## config.mk

```make
export PLATFORM = sky130hd
export DESIGN_NAME = shot_clock_ctrl_flat
export DESIGN_NICKNAME = d
export VERILOG_FILES = /design/src/rtl/shot_clock_ctrl_if.sv /design/src/rtl/shot_clock_ctrl.sv /design/src/flat_wrapper.sv
export SDC_FILE = /design/constraint.sdc
export NUM_CORES = 1
export LEC_CHECK = 0
export BUFFER_PORTS_ARGS = -buffer_cell sky130_fd_sc_hd__buf_2
export CAP_MARGIN = 25
export CELL_PAD_IN_SITES_DETAIL_PLACEMENT = 1
export CELL_PAD_IN_SITES_GLOBAL_PLACEMENT = 1
export CORE_ASPECT_RATIO = 0.8
export CORE_UTILIZATION = 43
export CTS_CLUSTER_SIZE = 28
export DETAILED_ROUTE_END_ITERATION = 16
export HOLD_SLACK_MARGIN = 0.08
export PLACE_DENSITY = 0.86
export SLEW_MARGIN = 20
export SYNTH_ARGS = -nofsm -noshare
export SYNTH_HDL_FRONTEND = slang
export SYNTH_SLANG_ARGS = --single-unit
```

## constraint.sdc

```tcl
create_clock -name CP -period 4.9 [get_ports CP]
set_clock_uncertainty 0.2 [all_clocks]
set_input_delay 1.47 -clock CP [delete_from_list [all_inputs] [get_ports CP]]
set_output_delay 1.47 -clock CP [all_outputs]
set_load 0.01 [all_outputs]
```

## src/rtl/shot_clock_ctrl_if.sv

```systemverilog
// Counter-side bus between the shot-clock sequencer and the two-digit BCD counter.
//   D1, D0 : load data (tens, ones), driven by the sequencer
//   PE_n   : active-low parallel-load strobe, driven by the sequencer
//   CE     : count enable (one-cycle pulses), driven by the sequencer
//   Q1, Q0 : current counter digits (BCD), driven by the counter
// master = sequencer (initiator), slave = counter (responder).
interface shot_clock_ctrl_if;
    logic [3:0] D1;
    logic [3:0] D0;
    logic       PE_n;
    logic       CE;
    logic [3:0] Q1;
    logic [3:0] Q0;

    modport master (
        output D1,
        output D0,
        output PE_n,
        output CE,
        input  Q1,
        input  Q0
    );

    modport slave (
        input  D1,
        input  D0,
        input  PE_n,
        input  CE,
        output Q1,
        output Q0
    );
endinterface

```

## src/rtl/shot_clock_ctrl.sv

```systemverilog
// Shot-clock control sequencer for the 24-second BCD down-counter.
// Turns the referee buttons into load / count-enable commands for the counter and
// raises the expiry buzzer when the counter reaches 00.
// Ports:
//   CP       : system clock, rising edge
//   CR       : asynchronous active-low reset
//   start    : start/resume button (asynchronous level)
//   pause    : pause button (asynchronous level)
//   reload   : reload-to-24 button (asynchronous level)
//   ctr      : counter bus (load data, PE_n, CE out; Q digits in)
//   running  : high while counting
//   expired  : high once the counter has reached 00
//   buzzer   : expiry buzzer, high for BUZZ_CYCLES cycles on expiry
module shot_clock_ctrl #(
    parameter int unsigned TICK_DIV    = 4,
    parameter int unsigned BUZZ_CYCLES = 8,
    parameter logic [3:0]  LOAD_TENS   = 4'd2,
    parameter logic [3:0]  LOAD_ONES   = 4'd4
) (
    input  logic              CP,
    input  logic              CR,
    input  logic              start,
    input  logic              pause,
    input  logic              reload,
    shot_clock_ctrl_if.master ctr,
    output logic              running,
    output logic              expired,
    output logic              buzzer
);

    localparam int unsigned DivW  = $clog2(TICK_DIV);
    localparam int unsigned BuzzW = $clog2(BUZZ_CYCLES + 1);

    typedef enum logic [2:0] {
        StInit,
        StLoad,
        StReady,
        StRun,
        StPause,
        StExpire
    } state_e;

    state_e           state_q, state_d;
    logic [DivW-1:0]  div_q, div_d;
    logic [BuzzW-1:0] buzz_q, buzz_d;
    logic             pe_n_q, pe_n_d;
    logic             ce_q, ce_d;
    logic             running_q, running_d;
    logic             expired_q, expired_d;
    logic             buzzer_q, buzzer_d;

    // Button bits: [2] reload, [1] pause, [0] start.
    logic [2:0] sync1_q, sync2_q, prev_q;
    logic [2:0] ev;
    logic       ev_start, ev_pause, ev_reload;
    logic       q_zero;
    logic       div_last;

    assign ev        = sync2_q & ~prev_q;
    assign ev_start  = ev[0];
    assign ev_pause  = ev[1];
    assign ev_reload = ev[2];

    // Digits above 9 count as non-zero; only an exact 00 means expiry.
    assign q_zero   = ({ctr.Q1, ctr.Q0} == 8'h00);
    assign div_last = (div_q == DivW'(TICK_DIV - 1));

    always_comb begin
        state_d = state_q;
        div_d   = div_q;
        buzz_d  = buzz_q;
        ce_d    = 1'b0;

        if (state_q != StInit && ev_reload) begin
            state_d = StLoad;
            div_d   = '0;
            buzz_d  = '0;
        end else begin
            unique case (state_q)
                StInit:  state_d = StLoad;
                StLoad:  state_d = StReady;
                StReady: begin
                    if (ev_start) begin
                        state_d = StRun;
                        div_d   = '0;
                    end
                end
                StRun: begin
                    // Expiry beats pause so a zero counter always ends in EXPIRE.
                    if (q_zero) begin
                        state_d = StExpire;
                        buzz_d  = BuzzW'(BUZZ_CYCLES);
                    end else if (ev_pause) begin
                        // Divider left untouched so resume continues the same second.
                        state_d = StPause;
                    end else begin
                        ce_d  = div_last;
                        div_d = div_last ? '0 : div_q + DivW'(1);
                    end
                end
                StPause: begin
                    if (ev_start) begin
                        state_d = StRun;
                    end
                end
                StExpire: begin
                    if (buzz_q != '0) begin
                        buzz_d = buzz_q - BuzzW'(1);
                    end
                end
                default: state_d = StInit;
            endcase
        end

        pe_n_d    = (state_d != StLoad);
        running_d = (state_d == StRun);
        expired_d = (state_d == StExpire);
        buzzer_d  = (buzz_d != '0);
    end

    always_ff @(posedge CP or negedge CR) begin
        if (!CR) begin
            state_q   <= StInit;
            div_q     <= '0;
            buzz_q    <= '0;
            pe_n_q    <= 1'b1;
            ce_q      <= 1'b0;
            running_q <= 1'b0;
            expired_q <= 1'b0;
            buzzer_q  <= 1'b0;
            sync1_q   <= '0;
            sync2_q   <= '0;
            prev_q    <= '0;
        end else begin
            state_q   <= state_d;
            div_q     <= div_d;
            buzz_q    <= buzz_d;
            pe_n_q    <= pe_n_d;
            ce_q      <= ce_d;
            running_q <= running_d;
            expired_q <= expired_d;
            buzzer_q  <= buzzer_d;
            sync1_q   <= {reload, pause, start};
            sync2_q   <= sync1_q;
            prev_q    <= sync2_q;
        end
    end

    assign ctr.D1   = LOAD_TENS;
    assign ctr.D0   = LOAD_ONES;
    assign ctr.PE_n = pe_n_q;
    assign ctr.CE   = ce_q;
    assign running  = running_q;
    assign expired  = expired_q;
    assign buzzer   = buzzer_q;

endmodule
```

## src/flat_wrapper.sv

```systemverilog
// flat-port wrapper written by rule: the top's interface ports become plain ports
module shot_clock_ctrl_flat 
#(
    parameter int unsigned TICK_DIV    = 4,
    parameter int unsigned BUZZ_CYCLES = 8,
    parameter logic [3:0]  LOAD_TENS   = 4'd2,
    parameter logic [3:0]  LOAD_ONES   = 4'd4
)
  (CP, CR, start, pause, reload, running, expired, buzzer, ctr_D1, ctr_D0, ctr_PE_n, ctr_CE, ctr_Q1, ctr_Q0);
  shot_clock_ctrl_if ctr_i ();
  input  logic CP;
  input  logic CR;
  input  logic start;
  input  logic pause;
  input  logic reload;
  output logic running;
  output logic expired;
  output logic buzzer;
  output wire logic [$bits(ctr_i.D1)-1:0] ctr_D1;
  output wire logic [$bits(ctr_i.D0)-1:0] ctr_D0;
  output wire logic [$bits(ctr_i.PE_n)-1:0] ctr_PE_n;
  output wire logic [$bits(ctr_i.CE)-1:0] ctr_CE;
  input wire logic [$bits(ctr_i.Q1)-1:0] ctr_Q1;
  input wire logic [$bits(ctr_i.Q0)-1:0] ctr_Q0;
  assign ctr_D1 = ctr_i.D1;
  assign ctr_D0 = ctr_i.D0;
  assign ctr_PE_n = ctr_i.PE_n;
  assign ctr_CE = ctr_i.CE;
  assign ctr_i.Q1 = ctr_Q1;
  assign ctr_i.Q0 = ctr_Q0;
  shot_clock_ctrl #(.TICK_DIV(TICK_DIV), .BUZZ_CYCLES(BUZZ_CYCLES), .LOAD_TENS(LOAD_TENS), .LOAD_ONES(LOAD_ONES)) u_core (.CP(CP), .CR(CR), .start(start), .pause(pause), .reload(reload), .ctr(ctr_i), .running(running), .expired(expired), .buzzer(buzzer));
endmodule
```

Yosys cells after proc, flatten, opt, wreduce, memory -nomap -nowiden

Index checks and enable logic that the tools add are counted.

Bits of input ports: 13
Logic and storage cells: 55
Output and inout bits: 13
Bits in registers: 23

Multiplexer cells: 19
Eq/ne operators: 12
Add/sub/neg operators: 2
Bitwise operators: 2
Reductions and logical operators: 9

Operator list:

| kind                                                  | count |
|---|---|
| case mux 3 bit (5 select lines)                       | 1 |
| two-way mux 3 bit                                     | 4 |
| two-way mux 4 bit                                     | 3 |
| two-way mux 2 bit                                     | 5 |
| equality test 3 x 2 -> 1 bit, second input constant   | 3 |
| equality test 3 bit, second input constant            | 3 |
| zero test 8 bit                                       | 1 |
| case mux 4 bit (2 select lines)                       | 1 |
| nonzero test 4 bit                                    | 2 |
| inequality test 3 x 1 -> 1 bit, second input constant | 2 |
| inequality test 3 bit, second input constant          | 2 |
| nonzero test 3 bit                                    | 2 |
| two-way mux 1 bit                                     | 4 |
| case mux 2 bit (2 select lines)                       | 1 |
| AND reduction 4 bit                                   | 1 |
| subtractor 4 x 1 -> 4 bit, second input constant      | 1 |
| bitwise AND 3 bit                                     | 1 |
| equality test 3 x 1 -> 1 bit, second input constant   | 1 |
| zero test 3 bit                                       | 1 |
| NOT 3 bit                                             | 1 |
| adder 2 x 1 -> 2 bit, second input constant           | 1 |
| equality test 2 bit, second input constant            | 1 |
| OR reduction 2 bit                                    | 1 |
| logical AND 1 bit                                     | 1 |

Logic depth before layout (Yosys ltp)

Gate-level depths: netlist (run 1).

Depth in word-level cells: 7
Mapped depth: 7
Gate-level depth less buffers: 7

Least setup slack after synthesis (run 1)

OpenSTA, ideal clock, no wires.

Path type: in2reg
Start point: input port ctr_Q1[1]
End point: register u_core.buzzer_q (netlist: u_core.buzzer)
Path slack: 1,835 ps
Setup time: 131 ps
Buffers on the path: 0
Arrival: 2,734 ps
Stages on the path: 5
Cell sequence: or4_4 o311a_1 a21oi_1 o311a_1 o21bai_1

Cells in the longest elaborated chain, start to end: 5

Ends and longest elaborated chain:

| what                            | RTL line               | RTL |
|---|---|---|
| start: declaration              | flat_wrapper.sv:23     | `input wire logic [$bits(ctr_i.Q1)-1:0] ctr_Q1;` |
| zero test 8 bit                 | shot_clock_ctrl.sv:65  | `assign q_zero = ({ctr.Q1, ctr.Q0} == 8'h00);` |
| two-way mux 4 bit               | shot_clock_ctrl.sv:90  | `if (q_zero) begin` |
| case mux 4 bit (2 select lines) | shot_clock_ctrl.sv:79  | `unique case (state_q)` |
| two-way mux 4 bit               | shot_clock_ctrl.sv:74  | `if (state_q != StInit && ev_reload) begin` |
| nonzero test 4 bit              | shot_clock_ctrl.sv:118 | `buzzer_d = (buzz_d != '0);` |
| net u_core.buzzer_d             | shot_clock_ctrl.sv:50  | `logic buzzer_q, buzzer_d;` |
| end signal: assignment          | shot_clock_ctrl.sv:142 | `buzzer_q <= buzzer_d;` |
| end: declaration                | shot_clock_ctrl.sv:50  |  |

The timed path passes the listed nets, and every way through them passes these cells.
A chain may end at the register's enable or synchronous reset.

Worst setup path after layout (run 1)

Ends and elaborated chain as after synthesis.

==> summary.txt, run 1 <==
Outcome
  – Status: finished, final reports clean

Yosys
  – Yosys top cell by area: dfrtp_1
  – Mux share of post-synthesis cell area: 1.79%
  – Largest family of logic cells by synthesized area: simple AND/OR/NAND/NOR gates
  – Ys flop type: dfrtp_1
  – Synth Area in Compound Gates: around 18%
  – Cell area after synthesis: 1120 sq um
  – Post-Syn Instances: between 100 and 150
  – Cell variety after synth: 35
  – Avg Cell Area, Syn: 10.3 sq um
  – Yosys warnings: 0
  – Share of the synthesized area in the top cell type: about half
  – Simple logic cell fraction of the synthesized area: 18.7%
  – Number of synthesized flops with an enable pin: 0
  – Top cells by area, synth: dfrtp_1, buf_4, nor2_1
  – XOR/XNOR Fraction of Synth Area: 0%
  – Synth Area in Adders: 2.24%
  – Post-synth ARST share: 100%
  – Sequential element share of the synthesized area: 51.6%
  – Synth Register Bits: 23

Timing
  – Setup TNS: 0 ns
  – WHS: approximately 0.17 ns
  – Slew @ Worst Pin: 0.497 ns
  – Fmax: 0.337 GHz
  – Crit share post-route: 60.6%
  – Slew HR: 66.6%
  – Final worst path period need: 2.97 ns
  – Final Setup Violations: 0
  – Final hold vios: 0
  – Slew Viols, Final: 0
  – Unrepaired setup endpoints after global routing: no

Pwr
  – Leakage: about 0.55 nW
  – Logic gate share of total power: 31.7%
  – Int Power: 0.333 mW
  – Power share of the clock group: 17.2%
  – Switching power: between 0.2 and 0.25 mW
  – Switch share: 38.8%
  – Power per cell area: 444 nW/um^2
  – Sequential share of power: 51.1%
  – Maximum VDD drop: 0.000198 V

Layout
  – Ant diodes: 0
  – Area Growth Syn to Fin: 9.51%
  – Fin nets: 140
  – Share of cells above drive strength 1: 21.8%

Global route
  – Antenna violations before repair: 0
  – Largest net degree at the start of global routing: 24
  – First-pass GRT wire length: 3690 microns
  – Vias in the first global route: 778
  – GRT Overall Usage: around a fifth
  – Remaining Overflow, GRT: 0

Clock tree
  – Clk buf depth: 2
  – CTS tree: done
  – Clock latency at the later pin of the worst-skew pair: roughly 0.32 ns
  – CTS clk-pin slew, worst paths: between 0.1 and 0.15 ns
  – Cts repair resizes: 0
  – Post-CTS Hold Fix Bufs: 0
  – Clk sinks: 23
  – CTS Root Buffer Type: clkbuf_4
  – H-tree depth: 1
  – Setup repair bufs after CTS: 0
  – Total CTS buffers: 3

Critical path
  – Crit path required time: about 4.9 ns
  – Critical path cell sequence: buf_2 -> or4_4 -> o311a_1 -> a21oi_1 -> o311a_1 -> o21bai_1
  – CP max FO: 5
  – Crit path buf inv count: 1
  – Crit-path slowest cell: or4_4
  – Crit-path max cell delay: about 0.56 ns
  – Crit path max-delay family: compound AO/OA/AOI/OAI gates
  – Worst setup SP type: primary input
  – WS Path Type: in -> reg
  – Critical Path AT: 2.99 ns
  – Setup crit end kind: flip-flop
  – Most frequent CP cell: o311a_1

Floorplan
  – Rows: 16
  – Chip width: 59.0 microns
  – Core Region: 2460 sq um
  – Initial Utilization: 45.4%
  – IO Pins: 26
  – Die Span Y: 47.6 microns
  – Die ar.: 2810 sq um

Detailed routing
  – DRC violations left: 0
  – WL final: between 2000 and 2500 microns
  – DRT antenna net count: 0
  – Routed wire per std cell: around 15 microns
  – First drt pass iteration count: 4
  – Via density: 5.35
  – Initial drt markers: 22
  – Vias: 856

Placement
  – GP Congestion: 0.735
  – Buffers on Ports: 17
  – Detailed-placement wirelength estimate: between 1500 and 2000 microns

Run
  – Max-cap viol count: 0

Hold path
  – Min-delay worst type: reg -> reg
==> cell families after synthesis <==
family | Yosys count
compound gates | 26
fa+ha+maj | 2
buf+inv | 14
flops | 23
mux | 2
other cells | 2
simple gates | 40
==> Yosys cell counts (all sizes together) (2+ instances only) <==
master   n
a211oi   2
a21oi    6
buf      9
clkbuf   3
conb     2
dfrtp   22
ha       2
inv      2
mux2i    2
nand2    7
nand2b   4
nand4b   2
nor2    14
nor2b    2
nor3     5
o21ai    6
o311a    2
or4      2
==> area by class of cell <==
class	count	area (sq um)
fillers	293	1240
clock inverters	1	7.51
clock buffers	3	22.5
inverters	2	7.51
well taps	36	45.0
multi-input cells	78	480
flip-flops and latches	23	577
repair buffers	17	85.1
==> layer usage <==
| layer | track usage [%] | vias up | share of wire [%] |
|---|---|---|---|
| met1 | 25.9 | 427 | 47 |
| met4 | 11.0 | 0 | 1.7 |
| met3 | 5.41 | 4 | 6.5 |
| met2 | 28.6 | 28 | 45 |
| met5 | 0 | - | 0 |
| li1 | - | 397 | - |
==> worst register-to-register path, cell delays in order, from the launching register on <==
cell	delay (ns)
dfrtp_1	0.67
nand2_1	0.22
o311a_1	0.34
a21oi_1	0.21
o311a_1	0.21
o21bai_1	0.06
==> worst paths after layout <==
| kind | from | endpoint | cells past startpoint | slack, ns |
|---|---|---|---|---|
| worst max-delay path | ctr_Q1[1] | u_core.buzzer | 6 | 1.93 |
| worst min-delay path | u_core.sync1_q[2] | u_core.sync2_q[2] | 0 | 0.17 |
| worst max register to register | u_core.state_q[0] | u_core.buzzer | 5 | 2.88 |
| worst min register to register | u_core.sync1_q[2] | u_core.sync2_q[2] | 0 | 0.17 |
| max in group asynchronous | CR | u_core.ctr.PE_n | 1 | 3.25 |
| min in group asynchronous | CR | u_core.buzzer | 1 | 0.89 |
==> through the flow <==
step	util [%]	power [mW]	area, sq um	instances	setup slack, ns
6_report	49.7	0.544	1220	160	1.93
5_1_grt	49.7	0.581	1220	160	1.90
4_1_cts	49.7	0.549	1220	160	1.92
3_5_place_dp	48.5	0.454	1190	156	1.57
3_3_place_gp	48.5	0.443	1190	156	1.60
2_1_floorplan	-	0.407	1140	115	1.83
==> sequential cells by signal, indices dropped and copies added (netlist names), 2 cells and up <==
register and cells:
u_core.sync2_q 3, u_core.prev_q 3, u_core.div_q 2, u_core.sync1_q 3
u_core.state_q 3, u_core.buzz_q 4
==> cells in the final DEF, fill, tap and decap left out <==
cell and n:
mux2i_1 2, o311a_1 2, clkbuf_4 3, buf_2 17
nor2b_1 2, a2bb2oi_1 1, nand3_1 1, nor3b_1 1
o21bai_1 1, o21ai_0 4, o211ai_2 1, or4_4 2
inv_1 2, and3_1 1, ha_1 2, nand2_1 7
dfstp_2 1, nand2b_1 4, nor2_1 14, o31ai_1 1
conb_1 8, nand4b_1 2, nor4b_1 1, a211oi_2 2
a221o_1 1, a32o_1 1, o32a_1 1, o21ai_1 2
dfrtp_1 22, a21oi_1 6, o21ba_1 1, o31a_1 1
a31oi_1 1, nor3_1 5, clkinvlp_4 1
==> power groups by stage <==
stage	combinational (mW)	clock (mW)	sequential, mW
after floorplan	0.157	0	0.251
after global placement	0.165	0	0.278
after detailed placement	0.173	0	0.281
after CTS	0.174	0.0981	0.277
after global routing	0.191	0.104	0.286
final	0.172	0.0937	0.278
No activity file was read; power rests on OpenSTA's default activity.
==> run 2, diff against run 1 <==
--- a/config.mk
+++ b/config.mk
@@ -10,11 +10,11 @@
 export CELL_PAD_IN_SITES_DETAIL_PLACEMENT = 1
 export CELL_PAD_IN_SITES_GLOBAL_PLACEMENT = 1
 export CORE_ASPECT_RATIO = 0.8
-export CORE_UTILIZATION = 43
+export CORE_UTILIZATION = 40
 export CTS_CLUSTER_SIZE = 28
 export DETAILED_ROUTE_END_ITERATION = 16
 export HOLD_SLACK_MARGIN = 0.08
-export PLACE_DENSITY = 0.86
+export PLACE_DENSITY = 0.81
 export SLEW_MARGIN = 20
 export SYNTH_ARGS = -nofsm -noshare
 export SYNTH_HDL_FRONTEND = slang
==> constraint.sdc (replaced) <==
create_clock -name CP -period 2.75 [get_ports CP]
set_clock_uncertainty 0.2 [all_clocks]
set_input_delay 0.825 -clock CP [delete_from_list [all_inputs] [get_ports CP]]
set_output_delay 0.825 -clock CP [all_outputs]
set_load 0.01 [all_outputs]
==> summary.txt, run 2 (synthesis gave the netlist of run 1 again) <==
Clock tree
  – Clock latency at the later pin of the worst-skew pair: 0.32 ns (about the same)
  – Cts repair resizes: 0 (unchanged)
  – Setup repair bufs after CTS: 0 (unchanged)
  – CTS tree: done
  – Total CTS buffers: 3 (unchanged)
  – Clk buf depth: 2 (unchanged)
  – CTS clk-pin slew, worst paths: 0.12 ns (-0.02 ns)
  – Post-CTS Hold Fix Bufs: 0 (unchanged)
  – CTS Root Buffer Type: clkbuf_4
  – H-tree depth: 1 (unchanged)
  – Clk sinks: 23 (unchanged)

Critical path
  – Worst r2r path cells: 5 (unchanged)
  – Setup crit end kind: flip-flop
  – CP max FO: 5 (unchanged)
  – Reg2reg setup slack: 0.74 ns (-2.14 ns)
  – Most frequent CP cell: o311a_1
  – R2r startpoint: u_core.state_q[0]
  – Crit-path max cell delay: 0.57 ns (about the same)
  – Critical path cell sequence: buf_2 -> or4_4 -> o311a_1 -> a21oi_1 -> o311a_1 -> o21bai_1
  – Critical Path AT: 2.33 ns (-0.66 ns)
  – Stages on worst setup path: 6 (unchanged)
  – Crit-path slowest cell: or4_4
  – Crit path buf inv count: 1 (unchanged)
  – WS Path Type: in -> reg
  – Crit path max-delay family: compound AO/OA/AOI/OAI gates
  – Crit path required time: 2.74 ns (-2.18 ns)
  – Worst setup SP type: primary input
  – Worst R2R End: u_core.buzzer

Floorplan
  – IO Pins: 26 (unchanged)
  – Chip width: 61.1 microns (+3.6%)
  – Rows: 16 (unchanged)
  – Initial Utilization: 44.0% (-1.4 points)
  – Die ar.: 3010 sq um (+7.2%)
  – Core Region: 2540 sq um (+3.3%)
  – Die Span Y: 49.3 microns (+3.5%)

Detailed routing
  – WL final: 2400 microns (+0.63%)
  – Routed wire per std cell: 15.0 microns (+0.63%)
  – First drt pass iteration count: 4 (unchanged)
  – Initial drt markers: 18 (-18%)
  – DRT antenna net count: 0 (unchanged)
  – Vias: 875 (+2.2%)
  – DRC violations left: 0 (unchanged)
  – Via density: 5.47 (+2.2%)

Global route
  – GRT Overall Usage: 18.4% (-0.85 points)
  – Vias in the first global route: 931 (+20%)
  – Largest net degree at the start of global routing: 24 (unchanged)
  – Remaining Overflow, GRT: 0 (unchanged)
  – First-pass GRT wire length: 4110 microns (+11%)
  – Antenna violations before repair: 0 (unchanged)

Timing
  – Final worst path period need: roughly 2.3 ns
  – Fmax: 0.428 GHz
  – WHS: 0.163 ns (-0.00800 ns)
  – Setup TNS: 0 ns (unchanged)
  – Slew Viols, Final: 0 (unchanged)
  – Final setup margin: 0.415 ns (-1.51 ns)
  – Slew HR: 66.2% (-0.42 points)
  – Crit share post-route: 84.9%
  – Unrepaired setup endpoints after global routing: no
  – Slew @ Worst Pin: 0.507 ns (+0.0101 ns)
  – Final hold vios: 0 (unchanged)
  – Final Setup Violations: 0 (unchanged)

Layout
  – Fin nets: 140 (unchanged)
  – Fin area: 1220 sq um (unchanged)
  – Share of cells above drive strength 1: 21.8% (unchanged)
  – Most common cell after layout, fill and taps aside: dfrtp_1
  – Commonest non-fill, non-tap cells in the layout: dfrtp_1, buf_2, nor2_1, conb_1, nand2_1
  – Max FFs per register: 4 (unchanged)
  – Ant diodes: 0 (unchanged)
  – Fin util: 48.2% (-1.6 points)
  – Largest Register: u_core.buzz_q
  – Area Growth Syn to Fin: 9.51% (unchanged)
  – Final non-filler cell total: 160 (unchanged)

Pwr
  – Maximum VDD drop: 0.000429 V (+120%)
  – Overall power: 0.968 mW (+78%)
  – Leakage: 0.545 nW (unchanged)
  – Power per cell area: 790 nW/um^2 (+78%)

Run
  – Max-cap viol count: 0 (unchanged)

Placement
  – Buffers on Ports: 17 (unchanged)
  – Detailed-placement wirelength estimate: 1870 microns (+4.7%)
  – GP Congestion: 0.828 (+13%)
  – Setup WS pre-CTS: 0.0943 ns (-1.47 ns)
  – Placed cell area: 1190 sq um (unchanged)
  – DP Cell Count: 156 (unchanged)

Hold path
  – Hold endpoint: u_core.sync2_q[1]
  – Hold wc startpoint: u_core.sync1_q[1]
  – Hold depth: 0 (unchanged)
  – Min-delay worst type: reg -> reg

Outcome
  – Status: finished, final reports clean
==> run 2: cell counts in the layout (fill, tap and decap cells not counted) <==
Identical to the previous run, type by type.
==> run 2: worst max-delay path by stage <==
stage	from	endpoint
global route	ctr_Q1[1]	u_core.buzz_q[1]
CTS	ctr_Q1[1]	u_core.buzzer
finish	ctr_Q1[1]	u_core.buzzer
detailed placement	ctr_Q1[1]	u_core.buzzer
floorplan	ctr_Q1[1]	u_core.buzzer
global placement	ctr_Q1[1]	u_core.running
==> run 2: layout make-up <==
class	count	area [sq um]
Clock buffer	3	22.5
Clock inverter	1	7.51
Fill cell	297	1320
Inverter	2	7.51
Multi-Input combinational cell	78	480
Sequential cell	23	577
Tap cell	36	45.0
Timing Repair Buffer	17	85.1
==> run 2: routing by layer <==
metal	track usage, %	vias to the layer above	share of wire, %
li1	-	401	-
met4	3.79	0	0.58
met5	0	-	0
met1	23.4	444	44
met2	30.6	28	50
met3	5.57	2	5.3
==> run 2: worst reg2reg max path: cells and delay by family, from the launching register on <==
kind,cells,cell delay (ns)
AOI/OAI and AO/OA,4,0.80
DFF,1,0.67
and+or+nand+nor,1,0.22
==> run 2: report_power, final <==
group          leakage, nW  internal (mW)  switching, mW
Clock               0.0139         0.0555          0.104
Sequential           0.288          0.402         0.0945
Combinational        0.243          0.136          0.176
==> run 3, diff against run 2 <==
--- a/config.mk
+++ b/config.mk
@@ -10,11 +10,11 @@
 export CELL_PAD_IN_SITES_DETAIL_PLACEMENT = 1
 export CELL_PAD_IN_SITES_GLOBAL_PLACEMENT = 1
 export CORE_ASPECT_RATIO = 0.8
-export CORE_UTILIZATION = 40
+export CORE_UTILIZATION = 36
 export CTS_CLUSTER_SIZE = 28
 export DETAILED_ROUTE_END_ITERATION = 16
 export HOLD_SLACK_MARGIN = 0.08
-export PLACE_DENSITY = 0.81
+export PLACE_DENSITY = 0.77
 export SLEW_MARGIN = 20
 export SYNTH_ARGS = -nofsm -noshare
 export SYNTH_HDL_FRONTEND = slang
==> constraint.sdc (replaced) <==
create_clock -name CP -period 1.9 [get_ports CP]
set_clock_uncertainty 0.2 [all_clocks]
set_input_delay 0.57 -clock CP [delete_from_list [all_inputs] [get_ports CP]]
set_output_delay 0.57 -clock CP [all_outputs]
set_load 0.01 [all_outputs]
==> summary.txt, run 3 (synthesis gave the netlist of run 1 again) <==
Hold path
  – Hold endpoint: u_core.sync2_q[2]
  – Hold depth: 0 (unchanged)
  – Hold wc startpoint: u_core.sync1_q[2]
  – Min-delay worst type: reg -> reg

Layout
  – Ant diodes: 0 (unchanged)
  – Fin nets: 150 (+7.1%)
  – Largest Register: u_core.buzz_q
  – Fin area: 1360 sq um (+11%)
  – Commonest non-fill, non-tap cells in the layout: dfrtp_1, buf_2, nor2_1, buf_4, conb_1
  – Most common cell after layout, fill and taps aside: dfrtp_1
  – Share of cells above drive strength 1: 32.1% (+10 points)
  – Fillers: 340 (+14%)
  – Area Growth Syn to Fin: 21.6%
  – Max FFs per register: 4 (unchanged)

Critical path
  – Crit path required time: 1.85 ns (-0.89 ns)
  – Reg2reg setup slack: 0.06 ns (-0.68 ns)
  – Setup crit end kind: flip-flop
  – Worst setup SP type: primary input
  – Worst R2R End: u_core.buzzer
  – Worst r2r path cells: 5 (unchanged)
  – R2r startpoint: u_core.state_q[1]
  – CP max FO: 5 (unchanged)
  – Critical Path AT: 2.02 ns (-0.31 ns)
  – WS Path Type: in -> reg

Outcome
  – Status: finished, violations left
  – Failing checks: setup timing

Global route
  – Remaining Overflow, GRT: 0 (unchanged)
  – Vias in the first global route: 923 (-0.86%)
  – Largest net degree at the start of global routing: 24 (unchanged)
  – GRT Overall Usage: 17.4% (-1.0 points)
  – Antenna violations before repair: 0 (unchanged)
  – First-pass GRT wire length: 4330 microns (+5.4%)

Placement
  – Placed cell area: 1270 sq um (+6.2%)
  – Detailed-placement wirelength estimate: 1870 microns (about the same)
  – GP Congestion: 0.749 (-9.5%)
  – Buffers on Ports: 17 (unchanged)

Detailed routing
  – WL final: 2510 microns (+4.5%)
  – Vias: 893 (+2.1%)
  – First drt pass iteration count: 4 (unchanged)
  – Via density: 5.19 (-5.1%)
  – DRT antenna net count: 0 (unchanged)
  – Routed wire per std cell: 14.6 microns (-2.8%)
  – DRC violations left: 0 (unchanged)
  – Initial drt markers: 45 (+27)

Pwr
  – Leakage: 0.609 nW (+12%)
  – Power per cell area: 1150 nW/um^2 (+45%)
  – Maximum VDD drop: 0.000675 V (+57%)

Timing
  – Final setup margin: -0.165 ns (-0.579 ns)
  – Slew Viols, Final: 0 (unchanged)
  – Crit share post-route: 109%
  – Final Setup Violations: 10 (+10)
  – Final worst path period need: 2.06 ns
  – Fmax: 0.484 GHz
  – Unrepaired setup endpoints after global routing: yes
  – WHS: 0.154 ns (-0.00872 ns)
  – Final hold vios: 0 (unchanged)

Clock tree
  – Total CTS buffers: 3 (unchanged)
  – Clk buf depth: 2 (unchanged)
  – CTS Root Buffer Type: clkbuf_8
  – Clk sinks: 23 (unchanged)
  – H-tree depth: 1 (unchanged)
  – CTS tree: done
  – Clock latency at the later pin of the worst-skew pair: 0.26 ns (-0.06 ns)
  – CTS clk-pin slew, worst paths: 0.08 ns (-0.04 ns)

Floorplan
  – IO Pins: 26 (unchanged)
  – Initial Utilization: 39.2% (-4.8 points)
  – Die ar.: 3340 sq um (+11%)
  – Die Span Y: 51.9 microns (+5.2%)
  – Core Region: 2850 sq um (+12%)
  – Rows: 17 (+1)
  – Chip width: 64.3 microns (+5.2%)

Run
  – Max-cap viol count: 0 (unchanged)
-- run 3: through the flow --
| step | setup WS [ns] | power, mW | util, % | std cells | TNS, ns |
|---|---|---|---|---|---|
| finish | -0.165 | 1.56 | 47.7 | 172 | -0.741 |
| global route | -0.178 | 1.67 | 47.7 | 172 | -1.12 |
| CTS | -0.138 | 1.57 | 47.1 | 172 | -0.614 |
| detailed placement | -0.448 | 1.23 | 44.5 | 167 | -4.35 |
| global placement | -0.440 | 1.20 | 44.5 | 167 | -3.94 |
| floorplan | -0.222 | 1.05 | - | 115 | -1.37 |
-- run 3: how the worst max path moves through the flow --
| stage | startpoint | depth (start not counted) | endpoint | slack, ns |
|---|---|---|---|---|
| 4_1_cts | ctr_Q1[2] | 6 | u_core.running | -0.14 |
| 2_1_floorplan | ctr_Q0[2] | 5 | u_core.running | -0.22 |
| 5_1_grt | ctr_Q1[2] | 6 | u_core.running | -0.18 |
| 6_report | ctr_Q0[1] | 6 | u_core.buzzer | -0.16 |
| 3_3_place_gp | ctr_Q0[2] | 6 | u_core.running | -0.44 |
| 3_5_place_dp | ctr_Q0[2] | 6 | u_core.buzzer | -0.45 |
-- run 3: metal layers --
metal	up-vias	track usage, %	part of all wire [%]
li1	420	-	-
met1	428	20.6	42
met2	41	28.9	49
met3	4	6.36	8.1
met4	0	7.04	0.88
met5	-	0	0
-- run 3: cell type report --
type | count | area, sq um | share of cell area [%]
clock buffer | 3 | 41.3 | 3.04
clock inverter | 1 | 7.51 | 0.552
inverter | 2 | 7.51 | 0.552
multi-input combinational | 78 | 504 | 37.1
sequential | 23 | 577 | 42.4
tap | 38 | 47.5 | 3.50
timing repair buffer | 27 | 175 | 12.9
-- run 3: report_power, final --
part | total, mW | switching, mW | internal [mW]
combinational | 0.575 | 0.319 | 0.256
clock | 0.303 | 0.155 | 0.148
sequential | 0.684 | 0.101 | 0.583
-- run 3: what timing repair did --
item,in CTS,in global routing
pin swaps,5,3
hold buffers,1,0
setup endpoints to repair,12,12
resized for setup,4,4
hold endpoints to repair,14,0
buffers inserted,1,0
-- run 3: critical path: stages --
cell and delay (ns):
buf_6 0.09, or4_4 0.57, o311a_1 0.38, a21oi_2 0.15
o311a_1 0.20, o21bai_1 0.06
